===== src/rtl/fd_pipe_reg_pkg.sv =====
// Shared constants for the fetch/decode pipeline register: exception codes,
// reset and handler entry addresses, and the NOP encoding.
package fd_pipe_reg_pkg;

  localparam logic [5:0]  exc_none  = 6'd0;
  localparam logic [5:0]  exc_adel  = 6'd4;
  localparam logic [5:0]  exc_ades  = 6'd5;
  localparam logic [5:0]  exc_sys   = 6'd8;
  localparam logic [5:0]  exc_ri    = 6'd10;
  localparam logic [5:0]  exc_ov    = 6'd12;

  localparam logic [31:0] pc_reset_addr   = 32'h0000_3000;
  localparam logic [31:0] pc_handler_addr = 32'h0000_4180;
  localparam logic [31:0] nop             = 32'h0000_0000;

endpackage


===== src/rtl/pipe_field_reg.sv =====
// One pipeline field: async reset value, synchronous load of a constant
// (flush), hold (stall), otherwise capture d. Constant load beats hold.
module pipe_field_reg #(
  parameter int         W       = 32,
  parameter logic [W-1:0] RST_VAL = '0
) (
  input  logic         clk,
  input  logic         rst,
  input  logic         load_const,
  input  logic [W-1:0] const_val,
  input  logic         hold,
  input  logic [W-1:0] d,
  output logic [W-1:0] q
);

  always_ff @(posedge clk or posedge rst) begin
    if (rst) begin
      q <= RST_VAL;
    end else if (load_const) begin
      q <= const_val;
    end else if (!hold) begin
      q <= d;
    end
  end

endmodule


===== src/rtl/fd_pipe_reg.sv =====
// Fetch/decode pipeline register with stall, exception flush and ERET flush.
// Bubbles always carry an aligned PC so decode never flags a spurious AdEL.
module fd_pipe_reg
  import fd_pipe_reg_pkg::*;
#(
  parameter logic [31:0] PC_RESET   = pc_reset_addr,
  parameter logic [31:0] PC_HANDLER = pc_handler_addr
) (
  input  logic        clk,
  input  logic        reset,
  input  logic        stall,
  input  logic        flush_exc,
  input  logic        flush_eret,
  input  logic [31:0] epc,
  input  logic [31:0] instr_f,
  input  logic [31:0] pc8_f,
  input  logic [5:0]  exccode_f,
  input  logic        bd_f,
  output logic [31:0] instr_d,
  output logic [31:0] pc8_d,
  output logic [5:0]  exccode_d,
  output logic        bd_d,
  output logic        valid_d
);

  localparam logic [31:0] PC8_RESET   = PC_RESET + 32'd8;
  localparam logic [31:0] PC8_HANDLER = PC_HANDLER + 32'd8;

  logic        flush;
  logic [31:0] bubble_pc8;
  logic [31:0] instr_load;

  assign flush = flush_exc | flush_eret;

  // flush_exc outranks flush_eret when both arrive together
  assign bubble_pc8 = flush_exc ? PC8_HANDLER
                                : ((epc & 32'hFFFF_FFFC) + 32'd8);

  // A faulting fetch must not carry its (garbage) opcode into decode
  assign instr_load = (exccode_f == exc_none) ? instr_f : nop;

  pipe_field_reg #(.W(32), .RST_VAL(nop)) u_instr (
    .clk(clk), .rst(reset), .load_const(flush), .const_val(nop),
    .hold(stall), .d(instr_load), .q(instr_d)
  );

  pipe_field_reg #(.W(32), .RST_VAL(PC8_RESET)) u_pc8 (
    .clk(clk), .rst(reset), .load_const(flush), .const_val(bubble_pc8),
    .hold(stall), .d(pc8_f), .q(pc8_d)
  );

  pipe_field_reg #(.W(6), .RST_VAL(exc_none)) u_exccode (
    .clk(clk), .rst(reset), .load_const(flush), .const_val(exc_none),
    .hold(stall), .d(exccode_f), .q(exccode_d)
  );

  pipe_field_reg #(.W(1), .RST_VAL(1'b0)) u_bd (
    .clk(clk), .rst(reset), .load_const(flush), .const_val(1'b0),
    .hold(stall), .d(bd_f), .q(bd_d)
  );

  pipe_field_reg #(.W(1), .RST_VAL(1'b0)) u_valid (
    .clk(clk), .rst(reset), .load_const(flush), .const_val(1'b0),
    .hold(stall), .d(1'b1), .q(valid_d)
  );

endmodule


===== config.mk =====
export PLATFORM = sky130hd
export DESIGN_NAME = fd_pipe_reg
export DESIGN_NICKNAME = d
export VERILOG_FILES = /design/src/rtl/fd_pipe_reg_pkg.sv /design/src/rtl/pipe_field_reg.sv /design/src/rtl/fd_pipe_reg.sv
export SDC_FILE = /design/constraint.sdc
export NUM_CORES = 1
export LEC_CHECK = 0
export ABC_CLOCK_PERIOD_IN_PS = 3500
export CORE_MARGIN = 2
export CORE_UTILIZATION = 42
export DETAILED_ROUTE_END_ITERATION = 8
export PLACE_DENSITY = 0.83
export SYNTH_ARGS = -nofsm -noshare
export SYNTH_HDL_FRONTEND = slang
export SYNTH_SLANG_ARGS = --single-unit

===== constraint.sdc =====
create_clock -name clk -period 3.5 [get_ports clk]
set_input_delay 0.7 -clock clk [delete_from_list [all_inputs] [get_ports clk]]
set_output_delay 0.7 -clock clk [all_outputs]
set_load 0.05 [all_outputs]

==> results_dict.tcl, run 1 <==
set metrics [dict create \
    cts_tree "done" \
    crit_buf_inv 2 \
    drc 0 \
    slew_viol_final 0 \
    root_buffer "clkbuf_8" \
    hold_class "flop to flop" \
    layout_commonest_cell "clkdlybuf4s50_1" \
    synth-async-reset-ratio 1.000 \
    grt_first_pass_wirelength_um 18050 \
    nFillCells 665 \
    clock.fmax_mhz 361.9 \
    ys_seq_area_frac 0.5012 \
    dp_cells 604 \
    slew_headroom 0.2244 \
    whs_ns 0.5095 \
    fin_nets 619 \
    routed_wl_um 11180 \
    p_int_mw 1.328 \
    cts-resized-gates 0 \
    pin_count 180 \
    cpMaxStageDelayCell "or4_4" \
    syn_area_mm2 0.003602 \
    crit_path_max_incr_delay_ns 0.55 \
    p_clk_frac 0.307 \
    ys_warn_count 0 \
    setup_viol 0 \
    comb_power_share 0.235 \
    worst_pin_slew_ns 1.163 \
    power_frac_seq 0.457 \
    clkSinkCount 72 \
    initial_utilization 0.4362 \
    synth_nets 449 \
    wl_per_cell_um 18.04 \
    min_period_ns 2.764 \
    start_kind "primary input" \
    diodes 0 \
    grt.total_usage 0.2405 \
    syn_area_per_cell_um2 10.59 \
    crit_chain "clkdlybuf4s50_1 > nand4_1 > buf_4 > or4_4 > or4_1 > a311oi_1" \
    grt-ovfl-total 0 \
    p_switching_mw 0.5927 \
    outcome "complete, no violations" \
    grt_max_degree 43 \
    drtIter0Drc 184 \
    post-route-util 0.6839 \
    ant_nets 0 \
    gp_congestion 0.8809 \
    dp_hpwl_um 8428 \
    htree_levels 3 \
    synthToLayoutAreaGrowth_pct 56.79 \
    synth-main-ff-cell "dfrtp_1" \
    drive_gt1_frac 0.06990 \
    rows 33 \
    reg2reg_setup_slack_ns 2.45 \
    vias_per_cell 5.606 \
    reg2reg_to "u_pc8.q[8]$_DFFE_PP0P_" \
    synth.largest_area_cell "dfrtp_1" \
    die_x_um 96.61 \
    seq_area_mm2 0.001805 \
    portBuffers 177 \
    core_area_mm2 0.008258 \
    rsz0062_at_grt "no" \
    die_area_mm2 0.009333 \
    power.density_mw_per_mm2 340.0 \
    layout_common_cells "clkdlybuf4s50_1, dfrtp_1, a22o_1" \
    ir_worst_vdd_mv 0.2160 \
    worstRegToRegCells 3 \
    period_share 0.7896 \
    finClkSkew_ns 0 \
    crit_required_ns 3.74 \
    fp.dieH_um 96.61 \
    antenna_found_initial 0 \
    cp-end-kind "flop" \
    cp.depth 6 \
    ys_types 42 \
    reg2reg_from "u_pc8.q[8]$_DFFE_PP0P_" \
    crit_path_end "u_pc8.q[27]$_DFFE_PP0P_" \
    synth_edf_count 0 \
    dr.pass1.iters 4 \
    ys_seq_elements 72 \
    finalNonFillerCells 620 \
    synthCells 340 \
    post-cts-setup-buffer-count 0 \
    maxCapViolCount 0 \
    multi_input_area_mm2 0.001667 \
    tns_ns 0 \
    vias 3476 \
    critPathKind "primary input to flop" \
    arrival_ns 3.00 \
    clkLatencyLatePin_ns 0.34 \
    p_leak_nw 2.274 \
    critPathMaxFanout 10 \
    synthTopCellsByArea "dfrtp_1, a22o_1, mux2i_1, a211oi_1, nor2b_1" \
    cts_buffers 9 \
    clk_pin_slew_ns 0.09 \
    p_sw_frac 0.3086 \
    clk_path_buf_depth 2 \
    final-hold-violation-count 0 \
    grt_pass1_vias 3454 \
    crit_family "simple AND/OR/NAND/NOR gates" \
    critPathLaunch "epc[6]" \
    hold_buffers 0 \
    yosysTopAreaCellShare 0.4793 \
]
-- worst reg2reg max path, cell delays in order, from the launching register on --
cell,delay (ns)
dfrtp_1,0.39
a211oi_1,0.21
a31oi_1,0.05
or2_2,0.28
-- routing by layer --
metal | global-route usage | up-vias | share of wire
li1 | - | 1634 | -
met1 | 0.3130 | 1668 | 0.41
met2 | 0.3953 | 147 | 0.50
met3 | 0.03613 | 27 | 0.058
met4 | 0.1127 | 0 | 0.034
met5 | 0 | - | 0
-- cell usage after synthesis (2+ instances only) --
cell type  instances
dfrtp_1           69
a22o_1            32
a211oi_1          24
mux2i_1           23
nor2_1            23
clkbuf_1          22
nor2b_1           16
nand2_1           13
o211ai_1          11
nor4_1            10
or4_1             10
xnor2_1           10
inv_1              9
nand3_1            9
nand4_1            7
a21oi_1            6
nor3_1             6
a311oi_1           4
or2_2              4
dfstp_2            3
o31ai_1            3
buf_1              2
o22ai_1            2
or3_1              2
or4_4              2
xor2_1             2
-- flip-flops by register name (all words and copies together), names as in the netlist --
register,count
u_pc8.q,32
u_bd.q,1
u_exccode.q,6
u_instr.q,32
u_valid.q,1
-- metrics by stage --
stage	total power [mW]	area, um^2	setup WS, ns
3_3_place_gp	1.339	5477	0.4739
2_1_floorplan	1.114	3602	0.9800
3_5_place_dp	1.346	5477	0.3977
6_report	1.920	5648	0.7365
4_1_cts	1.935	5648	0.7475
5_1_grt	2.004	5648	0.6762
-- worst min-delay path by stage --
stage                               from                   endpoint  depth (start not counted)
2_1_floorplan    u_pc8.q[12]$_DFFE_PP1P_    u_pc8.q[12]$_DFFE_PP1P_                          2
3_5_place_dp   u_instr.q[19]$_DFFE_PP0P_  u_instr.q[19]$_DFFE_PP0P_                          1
3_3_place_gp   u_instr.q[19]$_DFFE_PP0P_  u_instr.q[19]$_DFFE_PP0P_                          1
4_1_cts        u_instr.q[30]$_DFFE_PP0P_  u_instr.q[30]$_DFFE_PP0P_                          1
6_report       u_instr.q[27]$_DFFE_PP0P_  u_instr.q[27]$_DFFE_PP0P_                          1
5_1_grt        u_instr.q[15]$_DFFE_PP0P_  u_instr.q[15]$_DFFE_PP0P_                          1
-- area by class of cell --
type                    count  share of cell area
repair buffers            185              0.3257
flip-flops and latches     72              0.3197
multi-input cells         233              0.2951
well taps                 105             0.02326
clock buffers              10             0.02260
clock inverters             6            0.007754
inverters                   9            0.005981
-- kinds of logic after synthesis --
kind of cell	count (synthesis)	share of synthesized area
AO/OA/AOI/OAI	90	0.1966
XOR/XNOR	12	0.02918
adder cells (fa/ha/maj)	1	0.003473
buffers and inverters	35	0.03786
flip-flops	72	0.5012
multiplexers	23	0.06391
AND/OR/NAND/NOR	107	0.1678
-- power by group through the flow --
stage	Clock [mW]	Sequential [mW]	Combinational, mW
floorplan	0	0.995	0.119
global placement	0	0.893	0.446
detailed placement	0	0.893	0.452
CTS	0.603	0.878	0.454
global route	0.642	0.881	0.481
finish	0.590	0.878	0.452
No activity file was read; power rests on OpenSTA's default activity.
==> inputs of run 2 (changes only) <==
--- a/config.mk
+++ b/config.mk
@@ -5,11 +5,11 @@
 export SDC_FILE = /design/constraint.sdc
 export NUM_CORES = 1
 export LEC_CHECK = 0
-export ABC_CLOCK_PERIOD_IN_PS = 3500
+export ABC_CLOCK_PERIOD_IN_PS = 2240
 export CORE_MARGIN = 2
-export CORE_UTILIZATION = 42
+export CORE_UTILIZATION = 37
 export DETAILED_ROUTE_END_ITERATION = 8
-export PLACE_DENSITY = 0.83
+export PLACE_DENSITY = 0.78
 export SYNTH_ARGS = -nofsm -noshare
 export SYNTH_HDL_FRONTEND = slang
 export SYNTH_SLANG_ARGS = --single-unit
==> constraint.sdc (replaced) <==
create_clock -name clk -period 2.24 [get_ports clk]
set_input_delay 0.448 -clock clk [delete_from_list [all_inputs] [get_ports clk]]
set_output_delay 0.448 -clock clk [all_outputs]
set_load 0.05 [all_outputs]
==> run 2 against run 1 <==
Effect of this change:
- via count rose by 2.8%
- first-iteration DRC count fell by 33%
- clock power rose by 75%
- largest power group unchanged
- clock-buffer cell count did not move
==> results_dict.tcl, run 2 (same netlist as run 1, synthesis figures left out) <==
set metrics [dict create \
    outcome "complete, no violations" \
    die_x_um 102.7 \
    reg2reg_setup_slack_ns 1.15 \
    final-hold-violation-count 0 \
    grt_first_pass_wirelength_um 17600 \
    crit_path_max_incr_delay_ns 0.55 \
    p_leak_nw 2.551 \
    routed_wl_um 11430 \
    arrival_ns 2.45 \
    grt.total_usage 0.2122 \
    diodes 0 \
    cts_buffers 9 \
    core_area_mm2 0.009594 \
    synthToLayoutAreaGrowth_pct 68.46 \
    place_ws_ns -0.3484 \
    power.density_mw_per_mm2 519.3 \
    setup_viol 0 \
    clk_path_buf_depth 2 \
    maxCapViolCount 0 \
    hold_class "flop to flop" \
    pin_count 180 \
    critPathLaunch "epc[14]" \
    initial_utilization 0.3755 \
    ir_worst_vdd_mv 0.3512 \
    grt-ovfl-total 0 \
    grt_pass1_vias 3673 \
    min_period_ns 2.208 \
    layout_common_cells "clkdlybuf4s50_1, dfrtp_1, buf_4" \
    fin_nets 660 \
    worstRegToRegCells 3 \
    start_kind "primary input" \
    clkLatencyLatePin_ns 0.34 \
    fp.dieH_um 102.7 \
    antenna_found_initial 0 \
    crit_path_end "u_pc8.q[28]$_DFFE_PP0P_" \
    vias 3573 \
    drc 0 \
    cts_tree "done" \
    nFillCells 805 \
    critPathMaxFanout 3 \
    ant_nets 0 \
    clock.fmax_mhz 453.0 \
    period_share 0.9856 \
    drtIter0Drc 123 \
    finClkSkew_ns 0 \
    wl_per_cell_um 16.60 \
    biggestRegsByFlops "u_instr.q x32, u_pc8.q x32, u_exccode.q x6" \
    crit_required_ns 2.49 \
    die_area_mm2 0.01054 \
    seq_area_mm2 0.001805 \
    rows 36 \
    tns_ns 0 \
    layout_commonest_cell "clkdlybuf4s50_1" \
    cpMaxStageDelayCell "or4_4" \
    slew_headroom 0.6347 \
    multi_input_area_mm2 0.001687 \
    crit_chain "clkdlybuf4s50_1 > nand4_1 > or4_4 > or4_1 > a311oi_1" \
    gp_congestion 0.8576 \
    dp_hpwl_um 8606 \
    cp-end-kind "flop" \
    dr.pass1.iters 4 \
    clkSinkCount 72 \
    worst_pin_slew_ns 0.5463 \
    reg2reg_to "u_pc8.q[8]$_DFFE_PP0P_" \
    grt_max_degree 58 \
    hold_buffers 0 \
    critPathKind "primary input to flop" \
    root_buffer "clkbuf_8" \
    drive_gt1_frac 0.1475 \
    clk_pin_slew_ns 0.08 \
    portBuffers 177 \
    reg2reg_from "u_pc8.q[8]$_DFFE_PP0P_" \
    slew_viol_final 0 \
    setup_slack_ns 0.03228 \
    htree_levels 3 \
    vias_per_cell 5.186 \
]
run 2: cell types whose count changed in the layout (fill, tap and decap cells not counted), moves of 2 or more:
cell             change
buf_4               +41
clkdlybuf4s50_1      -9
dlymetal6s2s_1       +8
clkinv_4             -2
clkinvlp_4           +2
or4_1                -2
or4_4                +2
run 2: routing by layer:
metal	global-route usage	vias to the layer above	part of all wire	routed length [um]
met5	0	-	0	0
met4	0.05333	0	0.0092	105
met3	0.02915	8	0.042	477
met2	0.3705	112	0.52	5908
met1	0.2784	1729	0.43	4942
li1	-	1724	-	-
run 2: worst min-delay path by stage:
stage	from	end	slack, ns	cells after the start
after floorplan	instr_f[29]	u_instr.q[29]$_DFFE_PP0P_	0.58	1
after global placement	u_instr.q[30]$_DFFE_PP0P_	u_instr.q[30]$_DFFE_PP0P_	0.49	1
after detailed placement	u_instr.q[14]$_DFFE_PP0P_	u_instr.q[14]$_DFFE_PP0P_	0.49	1
after CTS	u_instr.q[8]$_DFFE_PP0P_	u_instr.q[8]$_DFFE_PP0P_	0.51	1
after global routing	u_instr.q[27]$_DFFE_PP0P_	u_instr.q[27]$_DFFE_PP0P_	0.53	1
final	u_instr.q[8]$_DFFE_PP0P_	u_instr.q[8]$_DFFE_PP0P_	0.51	1
run 2: what timing repair did:
item	4_1_cts	5_1_grt
buffers inserted	0	0
setup endpoints to repair	0	9
resized for setup	0	12
run 2: cell type report:
class	count	share of cell area
clock inverter	6	0.01113
tap	133	0.02742
inverter	9	0.006186
timing repair buffer	226	0.3588
sequential	72	0.2975
clock buffer	10	0.02103
multi-input combinational	233	0.2779
run 2: stage by stage:
stage	cell area, um^2	instances	hold slack (ns)	total power, mW	utilization
after floorplan	3606	340	0.5806	1.741	-
after global placement	5833	673	0.4884	2.136	0.6080
after detailed placement	5833	673	0.4907	2.147	0.6080
after CTS	6028	689	0.5121	3.190	0.6283
after global routing	6068	689	0.5295	3.294	0.6325
final	6068	689	0.5062	3.151	0.6325
run 2: critical path: cells and delay by family:
family	cells	cell delay, ns
buf+inv	1	0.51
compound gates	1	0.26
simple gates	3	1.23
run 2: power by group:
part           switching, mW  total (mW)  leakage [nW]  internal [mW]
clock network          0.507        1.03        0.0933          0.521
registers             0.0267        1.37         0.957           1.35
logic                  0.392       0.749          1.50          0.357
total                  0.926        3.15          2.55           2.22
